## config.mk

```make
export PLATFORM = sky130hd
export DESIGN_NAME = uart_pixel_writer
export DESIGN_NICKNAME = d
export VERILOG_FILES = /design/src/rtl/uart_pixel_writer.sv
export SDC_FILE = /design/constraint.sdc
export NUM_CORES = 1
export LEC_CHECK = 0
export BUFFER_PORTS_ARGS = -buffer_cell sky130_fd_sc_hd__buf_2
export CAP_MARGIN = 40
export CORE_AREA = 4 4 84 86
export CTS_CLUSTER_DIAMETER = 40
export DETAILED_ROUTE_END_ITERATION = 8
export DIE_AREA = 0 0 88 90
export GPL_TIMING_DRIVEN = 0
export HOLD_SLACK_MARGIN = 0.02
export MAX_ROUTING_LAYER = met4
export PLACE_DENSITY = 0.84
export REMOVE_ABC_BUFFERS = 1
export SLEW_MARGIN = 20
export SYNTH_ARGS = -nofsm -noshare
export SYNTH_HDL_FRONTEND = slang
export SYNTH_SLANG_ARGS = --single-unit
```

## constraint.sdc

```tcl
create_clock -name Clk -period 2.95 [get_ports Clk]
set_clock_uncertainty 0.1 [all_clocks]
set_input_delay 0.1475 -clock Clk [delete_from_list [all_inputs] [get_ports Clk]]
set_output_delay 0.1475 -clock Clk [all_outputs]
set_load 0.03 [all_outputs]
```

## src/rtl/uart_pixel_writer.sv

```systemverilog
// uart_pixel_writer
// Pairs bytes from the UART receiver into RGB565 pixels (high byte first)
// and writes them to the frame RAM at sequential addresses. The address
// wraps at the end of the frame. An inter-byte timeout sends a stalled host
// back to pixel 0.

module uart_pixel_writer #(
  parameter int PIXELS  = 16384,
  parameter int ADDR_W  = 14,
  parameter int TIMEOUT = 5_000_000
) (
  input  logic              Clk,
  input  logic              Reset_n,
  input  logic [7:0]        rx_data,
  input  logic              rx_done,
  input  logic              clear,
  output logic              ram_wren,
  output logic [ADDR_W-1:0] ram_waddr,
  output logic [15:0]       ram_wdata,
  output logic              frame_done,
  output logic              resync
);

  localparam int TCNT_W = (TIMEOUT > 1) ? $clog2(TIMEOUT) : 1;

  localparam logic [ADDR_W-1:0] ADDR_LAST = ADDR_W'(PIXELS - 1);
  localparam logic [ADDR_W-1:0] ADDR_ZERO = '0;
  localparam logic [ADDR_W-1:0] ADDR_ONE  = ADDR_W'(1);
  localparam logic [TCNT_W-1:0] TCNT_LAST = TCNT_W'(TIMEOUT - 1);
  localparam logic [TCNT_W-1:0] TCNT_ZERO = '0;
  localparam logic [TCNT_W-1:0] TCNT_ONE  = TCNT_W'(1);

  typedef enum logic {
    S_HI,
    S_LO
  } state_t;

  state_t state_q, state_d;

  logic [7:0]        hi_q, hi_d;
  logic [ADDR_W-1:0] addr_q, addr_d;
  logic [TCNT_W-1:0] tcnt_q, tcnt_d;

  logic              ram_wren_q, ram_wren_d;
  logic [ADDR_W-1:0] ram_waddr_q, ram_waddr_d;
  logic [15:0]       ram_wdata_q, ram_wdata_d;
  logic              frame_done_q, frame_done_d;
  logic              resync_q, resync_d;

  logic              timing_active;
  logic              timeout_hit;
  logic              next_active;

  // The timer only matters while there is partial progress to throw away.
  always_comb begin
    timing_active = (state_q == S_LO) || (addr_q != ADDR_ZERO);
    timeout_hit   = timing_active && (tcnt_q == TCNT_LAST);
  end

  // State register for the byte-pairing FSM.
  always_ff @(posedge Clk or negedge Reset_n) begin
    if (!Reset_n) begin
      state_q <= S_HI;
    end else begin
      state_q <= state_d;
    end
  end

  // Next-state logic, pixel assembly, address stepping and timeout handling.
  always_comb begin
    state_d      = state_q;
    hi_d         = hi_q;
    addr_d       = addr_q;
    tcnt_d       = tcnt_q;
    ram_wren_d   = 1'b0;
    ram_waddr_d  = ram_waddr_q;
    ram_wdata_d  = ram_wdata_q;
    frame_done_d = 1'b0;
    resync_d     = 1'b0;
    next_active  = 1'b0;

    if (clear) begin
      state_d = S_HI;
      addr_d  = ADDR_ZERO;
      tcnt_d  = TCNT_ZERO;
    end else if (rx_done) begin
      unique case (state_q)
        S_HI: begin
          hi_d    = rx_data;
          state_d = S_LO;
        end
        S_LO: begin
          ram_wren_d  = 1'b1;
          ram_waddr_d = addr_q;
          ram_wdata_d = {hi_q, rx_data};
          state_d     = S_HI;
          if (addr_q == ADDR_LAST) begin
            addr_d       = ADDR_ZERO;
            frame_done_d = 1'b1;
          end else begin
            addr_d = addr_q + ADDR_ONE;
          end
        end
        default: state_d = S_HI;
      endcase
      // The strobe cycle itself counts as idle cycle zero, so the counter
      // resumes at one; this lands resync exactly TIMEOUT cycles after the
      // last byte.
      next_active = (state_d == S_LO) || (addr_d != ADDR_ZERO);
      tcnt_d      = next_active ? TCNT_ONE : TCNT_ZERO;
    end else if (timeout_hit) begin
      state_d  = S_HI;
      addr_d   = ADDR_ZERO;
      tcnt_d   = TCNT_ZERO;
      resync_d = 1'b1;
    end else if (timing_active) begin
      tcnt_d = tcnt_q + TCNT_ONE;
    end else begin
      tcnt_d = TCNT_ZERO;
    end
  end

  // Datapath registers; outputs are registered so the RAM sees clean strobes.
  always_ff @(posedge Clk or negedge Reset_n) begin
    if (!Reset_n) begin
      hi_q         <= 8'h00;
      addr_q       <= ADDR_ZERO;
      tcnt_q       <= TCNT_ZERO;
      ram_wren_q   <= 1'b0;
      ram_waddr_q  <= ADDR_ZERO;
      ram_wdata_q  <= 16'h0000;
      frame_done_q <= 1'b0;
      resync_q     <= 1'b0;
    end else begin
      hi_q         <= hi_d;
      addr_q       <= addr_d;
      tcnt_q       <= tcnt_d;
      ram_wren_q   <= ram_wren_d;
      ram_waddr_q  <= ram_waddr_d;
      ram_wdata_q  <= ram_wdata_d;
      frame_done_q <= frame_done_d;
      resync_q     <= resync_d;
    end
  end

  assign ram_wren   = ram_wren_q;
  assign ram_waddr  = ram_waddr_q;
  assign ram_wdata  = ram_wdata_q;
  assign frame_done = frame_done_q;
  assign resync     = resync_q;

endmodule
```

==> impl_metrics.py, run 1 <==
metrics = {
    "grt": {
        "grt_pass1_wl_um": 14300,
        "antenna_found_initial": 0,
        "overflow": 0,
        "grt_usage_pct": 23.3,
        "first_global_vias": 2958,
        "grt_max_degree": 55,
    },
    "synth": {
        "muxShareOfSynthArea_pct": 2.56,
        "yosysWarnings": 0,
        "syn_avg_cell_area_um2": 9.55,
        "ys_seq_area_share_pct": 50.5,
        "synth_edf_count": 0,
        "synth-simple-area-share_pct": 28.2,
        "synth_xor_area_share_pct": 5.37,
        "synth_adder_area_share_pct": 0.958,
        "synth-seq-cells": 79,
        "synth_top_family_by_area": "simple AND/OR/NAND/NOR gates",
        "netlist_instances": 410,
        "synth_cell_types": 51,
        "async_flop_share_pct": 100,
        "syn_area_um2": 3920,
        "ys_dominant_reg_cell": "dfrtp_1",
        "synth_compound_area_share_pct": 8.37,
    },
    "setup_path": {
        "reg2reg_setup_slack_ns": 0.36,
        "startpoint": "state_q",
        "cp_cell_sequence": "nand2_1 -> or2_2 -> clkinvlp_4 -> and2_1",
        "start_kind": "flip-flop",
        "worstPathRequired_ns": 3.10,
        "slowest_stage": "clkinvlp_4",
        "reg2reg_from": "state_q",
        "critPathCaptureType": "flip-flop",
        "cpPeakStageDelay_ns": 0.67,
        "path_class": "reg2reg",
        "arrival_ns": 2.73,
        "crit_path_max_fanout": 36,
    },
    "clocking": {
        "clock_latency_ns": 0.35,
        "numCtsBuffers": 9,
        "htreeDepth": 3,
        "clk_pin_slew_worst_paths_ns": 0.08,
        "cts_buffer_depth": 2,
        "root_buffer": "clkbuf_8",
        "cts_tree": "yes",
        "cts.sinks": 79,
    },
    "placed_design": {
        "port_buffers": 44,
        "dpl_cell_area_um2": 4140,
        "place_congestion": 0.854,
        "dpl.hpwl_um": 5590,
    },
    "timing": {
        "relSlewSlack_pct": 50.5,
        "post-route-min-period_ns": 2.59,
        "tns_ns": 0,
        "whs_ns": 0.104,
        "fmax_mhz": 386,
        "finalCritPeriodShare_pct": 87.7,
        "setup_viol": 0,
        "rsz0062_at_grt": "no",
        "tightest_slew_ns": 0.743,
        "finalHoldViolCount": 0,
        "slew_violations": 0,
    },
    "floorplan": {
        "coreArea_um2": 6280,
        "die_h_um": 90,
        "boundaryPins": 45,
        "die_w_um": 88,
        "row_count": 29,
        "dieArea_um2": 7920,
        "start_util_pct": 62.4,
    },
    "detailed_routing": {
        "drt-total-wl_um": 8590,
        "drt-pass1-iter-count": 6,
        "via_count": 3125,
        "drcViolationCount": 0,
        "vias_per_cell": 5.82,
        "antenna_left": 0,
        "wire_per_inst_um": 16.0,
        "drt_iter0_drc": 240,
    },
    "outcome": {
        "outcome": "completed",
    },
    "power_and_ir_drop": {
        "power_w": 0.00252,
        "leakagePower_nw": 2.15,
        "power_density_nw_per_um2": 561,
        "vdd_ir_drop_max_uv": 442,
    },
    "worst_hold_path": {
        "worst_hold_startpoint": "rx_done",
        "hp-class": "in2reg",
    },
    "layout": {
        "nets": 470,
        "drive_above_1_share_pct": 18.7,
        "fin_util_pct": 71.5,
        "area_delta_synth_final_pct": 14.7,
        "diodes": 0,
        "postLayoutCellArea_um2": 4490,
    },
    "job": {
        "maxCapViolations": 0,
    },
}
==> per-layer routing <==
layer	share of wire, %	global-route usage (%)	up-vias	wire length, µm
met4	1.2	6.14	0	106
met1	43	30.7	1533	3690
met5	0	-	-	0
li1	-	-	1497	-
met2	51	36.6	78	4420
met3	4.3	4.94	17	371
==> layout make-up <==
cell class                 count  area (µm²)
sequential                    79        1980
clock inverter                 7         103
inverter                       9        37.5
tap                           77        96.3
fill                         438        1790
multi-input combinational    299        1780
clock buffer                   9         124
timing repair buffer          57         372
==> cell families (layout without fill, tap and decap cells) <==
family | after synthesis | after routing
buf+inv | 32 | 82
simple gates | 215 | 215
compound gates | 48 | 48
flops | 79 | 79
fa+ha+maj | 3 | 3
xor+xnor | 24 | 24
mux | 9 | 9
==> through the flow <==
step                worst slack, ns  std cells
floorplan                     0.849        387
global placement              0.121        508
detailed placement           0.0853        509
CTS                          0.0617        536
global route                  0.122        537
finish                        0.362        537
==> cells in the mapped netlist, types with 6 or more instances <==
cell type / number / share of area (%)
a21oi_1: 6 / 0.77
and3_1: 7 / 1.1
buf_2: 8 / 1.0
clkbuf_1: 9 / 0.86
dfrtp_1: 79 / 50
inv_1: 8 / 0.77
mux2_2: 8 / 2.3
nand2_1: 101 / 9.7
nand3_1: 11 / 1.4
nand4_1: 11 / 1.8
nor2_1: 38 / 3.6
nor3_1: 13 / 1.7
nor4_1: 6 / 0.96
o21ai_0: 19 / 2.4
xnor2_1: 15 / 3.4
xor2_1: 9 / 2.0
==> worst max-delay path: cells and delay by family (launching register included) <==
| kind | cells | cell delay [ns] |
|---|---|---|
| buffers and inverters | 1 | 0.67 |
| flip-flops | 1 | 0.59 |
| AND/OR/NAND/NOR | 3 | 1.11 |
==> path summary, 6_finish.rpt <==
kind / to / cells after the start
hold / removal: tcnt_q[0] / 3
setup reg to reg: frame_done / 4
hold reg to reg: ram_waddr[2] / 2
setup / recovery: frame_done / 4
min in group asynchronous: tcnt_q[17] / 2
max in group asynchronous: addr_q[3] / 3
==> where the power goes <==
group / total (W) / switching, W / internal [W]
combinational: 0.000385 / 0.000263 / 0.000121
clock: 0.000912 / 0.000423 / 0.000488
sequential: 0.00122 / 0.0000531 / 0.00117
==> layout by cell type, fill, tap and decap left out, types with 3 or more instances in the layout <==
cell type,instances
nand2_1,101
dfrtp_1,79
buf_2,43
nor2_1,38
o21ai_0,19
xnor2_1,15
nor3_1,13
nand3_1,11
nand4_1,11
dlygate4sd3_1,11
xor2_1,9
clkbuf_8,9
inv_1,8
mux2_2,8
and3_1,7
nor4_1,6
a21oi_1,6
nor4_4,4
and4_1,4
a21o_1,4
or2_2,3
a41oi_1,3
ha_1,3
==> registers in the layout (all words and copies together), names as in the netlist <==
signal and count:
tcnt_q 23, ram_wdata 16, addr_q 14, ram_waddr 14
hi_q 8, frame_done 1, ram_wren 1, resync 1
state_q 1
==> repair_timing <==
item | in CTS | in global routing
hold endpoints to repair | 96 | 0
buffers inserted | 0 | 0
resized for setup | 0 | 1
hold buffers | 11 | 0
endpoints found under the setup margin | 0 | 28
No activity file was read; power rests on OpenSTA's default activity.
==> inputs of run 2 (changes only) <==
CORE_AREA = 4 4 107 69   (was 4 4 84 86)
DIE_AREA = 0 0 111 73   (was 0 0 88 90)
PLACE_DENSITY = 0.83   (was 0.84)
==> impl_metrics.py, run 2 (same netlist as run 1, synthesis figures left out) <==
metrics = {
    "power_and_ir_drop": {
        "leakagePower_nw": 2.14,
        "vdd_ir_drop_max_uv": 389,
        "power_w": 0.00239,
        "power_density_nw_per_um2": 533,
    },
    "clocking": {
        "cts_tree": "yes",
        "post-cts-setup-buffer-count": 0,
        "htreeDepth": 3,
        "clk_pin_slew_worst_paths_ns": 0.09,
        "cts_buffer_depth": 2,
        "cts.sinks": 79,
        "clock_latency_ns": 0.37,
        "root_buffer": "clkbuf_8",
        "numCtsBuffers": 9,
    },
    "layout": {
        "nets": 471,
        "top_register": "tcnt_q",
        "drive_above_1_share_pct": 18.7,
        "postLayoutCellArea_um2": 4490,
        "final_cell_mix": "nand2_1 (101), dfrtp_1 (79), buf_2 (43)",
        "instances_no_fill": 548,
        "diodes": 0,
        "largest_register_ffs": 23,
        "final_common_cell": "nand2_1",
        "area_delta_synth_final_pct": 14.5,
        "fin_util_pct": 69.9,
    },
    "placed_design": {
        "post-place-cells": 519,
        "place_congestion": 0.869,
        "dpl.hpwl_um": 5880,
        "port_buffers": 44,
        "dpl_cell_area_um2": 4150,
    },
    "setup_path": {
        "reg2reg_setup_slack_ns": 0.43,
        "critPathCaptureType": "flip-flop",
        "start_kind": "flip-flop",
        "crit_path_max_fanout": 14,
        "path_class": "reg2reg",
        "worstPathRequired_ns": 3.09,
        "r2r_end": "addr_q[6]",
        "startpoint": "addr_q[0]",
        "endpoint": "addr_q[6]",
        "reg2reg_from": "addr_q[0]",
        "arrival_ns": 2.66,
        "reg2reg_depth": 7,
    },
    "grt": {
        "grt_max_degree": 55,
        "antenna_found_initial": 0,
        "first_global_vias": 3041,
        "grt_pass1_wl_um": 15100,
        "grt_usage_pct": 24.5,
        "overflow": 0,
    },
    "outcome": {
        "outcome": "completed",
    },
    "timing": {
        "tns_ns": 0,
        "setup_viol": 0,
        "fmax_mhz": 396,
        "post-route-min-period_ns": 2.52,
        "rsz0062_at_grt": "no",
        "finalCritPeriodShare_pct": 85.5,
        "tightest_slew_ns": 0.755,
        "slew_violations": 0,
        "relSlewSlack_pct": 49.7,
        "finalHoldViolCount": 0,
    },
    "floorplan": {
        "start_util_pct": 61.0,
        "dieArea_um2": 8100,
        "coreArea_um2": 6420,
        "boundaryPins": 45,
        "die_h_um": 73,
        "row_count": 23,
        "die_w_um": 111,
    },
    "detailed_routing": {
        "drcViolationCount": 0,
        "via_count": 3103,
        "drt_iter0_drc": 295,
        "vias_per_cell": 5.66,
        "wire_per_inst_um": 15.8,
        "antenna_left": 0,
        "drt-total-wl_um": 8670,
        "drt-pass1-iter-count": 5,
    },
    "worst_hold_path": {
        "hp-class": "in2reg",
    },
    "job": {
        "maxCapViolations": 0,
    },
}
run 2: worst max-delay path, stage by stage, from the launching register on:
cell	delay, ns
dfrtp_1	0.46
inv_1	0.18
ha_1	0.19
nor4b_4	0.24
nand4_2	0.17
a311oi_4	0.74
o21ai_0	0.21
o41ai_1	0.10
run 2: worst min-delay path by stage:
stage	from	end	slack (ns)	cells past startpoint
after floorplan	Reset_n	addr_q[0]	-0.25	0
after global placement	rx_data[7]	ram_wdata[7]	0.25	3
after detailed placement	Reset_n	tcnt_q[18]	-0.001	1
after CTS	rx_done	tcnt_q[0]	0.09	3
after global routing	rx_done	tcnt_q[0]	0.10	3
final	rx_done	tcnt_q[0]	0.1	3
run 2: layer usage:
metal  global-route usage, %  routed length [µm]  part of all wire [%]  vias up
met5                       -                   0                     0        -
met4                    6.83                 103                   1.2        0
met3                    7.54                 603                   7.0       13
met2                    35.6                3790                    44      100
met1                    33.7                4170                    48     1494
li1                        -                   -                     -     1496
run 2: layout make-up:
cell class                      count  area, µm²
Inverter                            9       33.8
Sequential cell                    79       1980
Clock buffer                        9        124
Tap cell                           87        109
Timing Repair Buffer               58        399
Clock inverter                      7       61.3
Fill cell                         492       1930
Multi-Input combinational cell    299       1780
run 2: stage by stage:
step,hold slack (ns),worst slack (ns)
after detailed placement,-0.00115,0.0810
after global placement,0.248,0.0984
after global routing,0.103,0.285
after floorplan,-0.248,0.849
final,0.0983,0.427
after CTS,0.0881,0.0487
run 2: report_power, final:
part | total (W) | leakage (nW) | internal, W | switching, W
clock | 0.000773 | 0.0945 | 0.000325 | 0.000449
combinational | 0.000391 | 0.986 | 0.000124 | 0.000267
sequential | 0.00123 | 1.06 | 0.00117 | 0.0000569
total | 0.00239 | 2.14 | 0.00162 | 0.000772
run 2: timing repair:
| item | in CTS | in global routing |
|---|---|---|
| hold buffers | 11 | 0 |
| resized for setup | 0 | 0 |
| hold endpoints to repair | 96 | 0 |
==> inputs of run 3 (changes only) <==
CELL_PAD_IN_SITES_DETAIL_PLACEMENT = 1   (was unset)
CELL_PAD_IN_SITES_GLOBAL_PLACEMENT = 1   (was unset)
CORE_AREA = 4 4 126 80   (was 4 4 107 69)
DIE_AREA = 0 0 130 84   (was 0 0 111 73)
PLACE_DENSITY = unset   (was 0.83)
PLACE_DENSITY_LB_ADDON = 0.1   (was unset)
clock period = 2.5 ns   (was 2.95 ns; I/O delays follow)
==> impl_metrics.py, run 3 (same netlist as run 1, synthesis figures left out) <==
metrics = {
    "outcome": {
        "outcome": "completed",
    },
    "grt": {
        "antenna_found_initial": 0,
        "overflow": 0,
        "first_global_vias": 3203,
        "grt_max_degree": 42,
        "grt_pass1_wl_um": 16500,
        "grt_usage_pct": 19.5,
    },
    "timing": {
        "finalHoldViolCount": 0,
        "finalCritPeriodShare_pct": 92.5,
        "post-route-min-period_ns": 2.31,
        "tightest_slew_ns": 0.671,
        "whs_ns": 0.127,
        "slew_violations": 0,
        "setup_viol": 0,
        "relSlewSlack_pct": 55.3,
        "fmax_mhz": 432,
        "rsz0062_at_grt": "no",
    },
    "clocking": {
        "cts_buffer_depth": 2,
        "clk_pin_slew_worst_paths_ns": 0.05,
        "root_buffer": "clkbuf_16",
        "cts_tree": "yes",
        "cts.sinks": 79,
        "htreeDepth": 3,
        "numCtsBuffers": 9,
        "clock_latency_ns": 0.33,
    },
    "setup_path": {
        "arrival_ns": 2.39,
        "path_class": "reg2reg",
        "crit_path_max_fanout": 16,
        "worstPathRequired_ns": 2.57,
        "start_kind": "flip-flop",
        "critPathCaptureType": "flip-flop",
    },
    "layout": {
        "top_register": "tcnt_q",
        "fin_util_pct": 52.2,
        "postLayoutCellArea_um2": 4650,
        "final_cell_mix": "nand2_1 (101), dfrtp_1 (79), buf_2 (43)",
        "area_delta_synth_final_pct": 18.8,
        "largest_register_ffs": 23,
        "drive_above_1_share_pct": 18.6,
        "filler_cell_count": 1020,
        "diodes": 0,
        "nets": 474,
        "final_common_cell": "nand2_1",
        "instances_no_fill": 578,
    },
    "detailed_routing": {
        "vias_per_cell": 5.35,
        "via_count": 3092,
        "drcViolationCount": 0,
        "antenna_left": 0,
        "drt-total-wl_um": 9620,
        "wire_per_inst_um": 16.6,
        "drt-pass1-iter-count": 4,
        "drt_iter0_drc": 150,
    },
    "floorplan": {
        "coreArea_um2": 8920,
        "start_util_pct": 43.9,
        "boundaryPins": 45,
        "die_h_um": 84,
        "die_w_um": 130,
        "dieArea_um2": 10900,
        "row_count": 27,
    },
    "power_and_ir_drop": {
        "power_w": 0.00317,
        "power_density_nw_per_um2": 681,
        "vdd_ir_drop_max_uv": 307,
        "leakagePower_nw": 2.21,
    },
    "worst_hold_path": {
        "hp-class": "in2reg",
    },
    "placed_design": {
        "dpl.hpwl_um": 6650,
        "post-place-cells": 550,
        "dpl_cell_area_um2": 4210,
        "port_buffers": 44,
        "place_congestion": 0.825,
    },
    "job": {
        "maxCapViolations": 0,
    },
}
run 3: timing repair:
action	CTS	global route
pin swaps	0	2
resized for setup	1	3
setup buffers	0	3
hold endpoints to repair	57	0
hold buffers	11	0
endpoints found under the setup margin	18	14
cloned	0	0
run 3: final cells by class:
type | count | area [µm²] | area share, %
timing repair buffer | 61 | 418 | 8.98
clock inverter | 1 | 30.0 | 0.646
multi-input combinational | 299 | 1800 | 38.6
tap | 116 | 145 | 3.12
sequential | 79 | 1980 | 42.5
clock buffer | 13 | 250 | 5.38
inverter | 9 | 33.8 | 0.726
run 3: report_power, final:
group / leakage [nW] / internal [W] / total (W) / switching (W)
sequential: 1.06 / 0.00138 / 0.00144 / 0.0000588
combinational: 1.01 / 0.000149 / 0.000464 / 0.000314
clock: 0.136 / 0.000790 / 0.00126 / 0.000473
total: 2.21 / 0.00232 / 0.00317 / 0.000845
run 3: path summary, 6_finish.rpt:
kind	start	endpoint	slack (ns)	depth (start not counted)
setup / recovery	addr_q[4]	tcnt_q[0]	0.19	5
hold / removal	rx_done	tcnt_q[0]	0.13	3
setup reg to reg	addr_q[4]	tcnt_q[0]	0.19	5
hold reg to reg	ram_wdata[2]	ram_wdata[2]	0.37	2
max in group asynchronous	Reset_n	tcnt_q[2]	1.48	3
min in group asynchronous	Reset_n	ram_wdata[9]	0.22	2
run 3: worst max-delay path, cell delays in order (launching register included):
cell and delay (ns):
dfrtp_1 0.67, nand4_4 0.27, nor3_1 0.36, a41oi_1 0.18, a31oi_1 0.37, a41oi_1 0.19
run 3: through the flow:
stage	setup slack, ns	TNS, ns
floorplan	0.399	0
global placement	-0.467	-9.67
detailed placement	-0.137	-1.92
CTS	0.0305	0
global route	0.0129	0
finish	0.187	0
run 3: routing by layer:
metal	vias to the layer above	GRT usage, %	routed length, µm
met5	-	-	0
li1	1494	-	-
met2	58	27.9	4170
met1	1534	28.5	4950
met3	6	4.54	445
met4	0	3.49	53
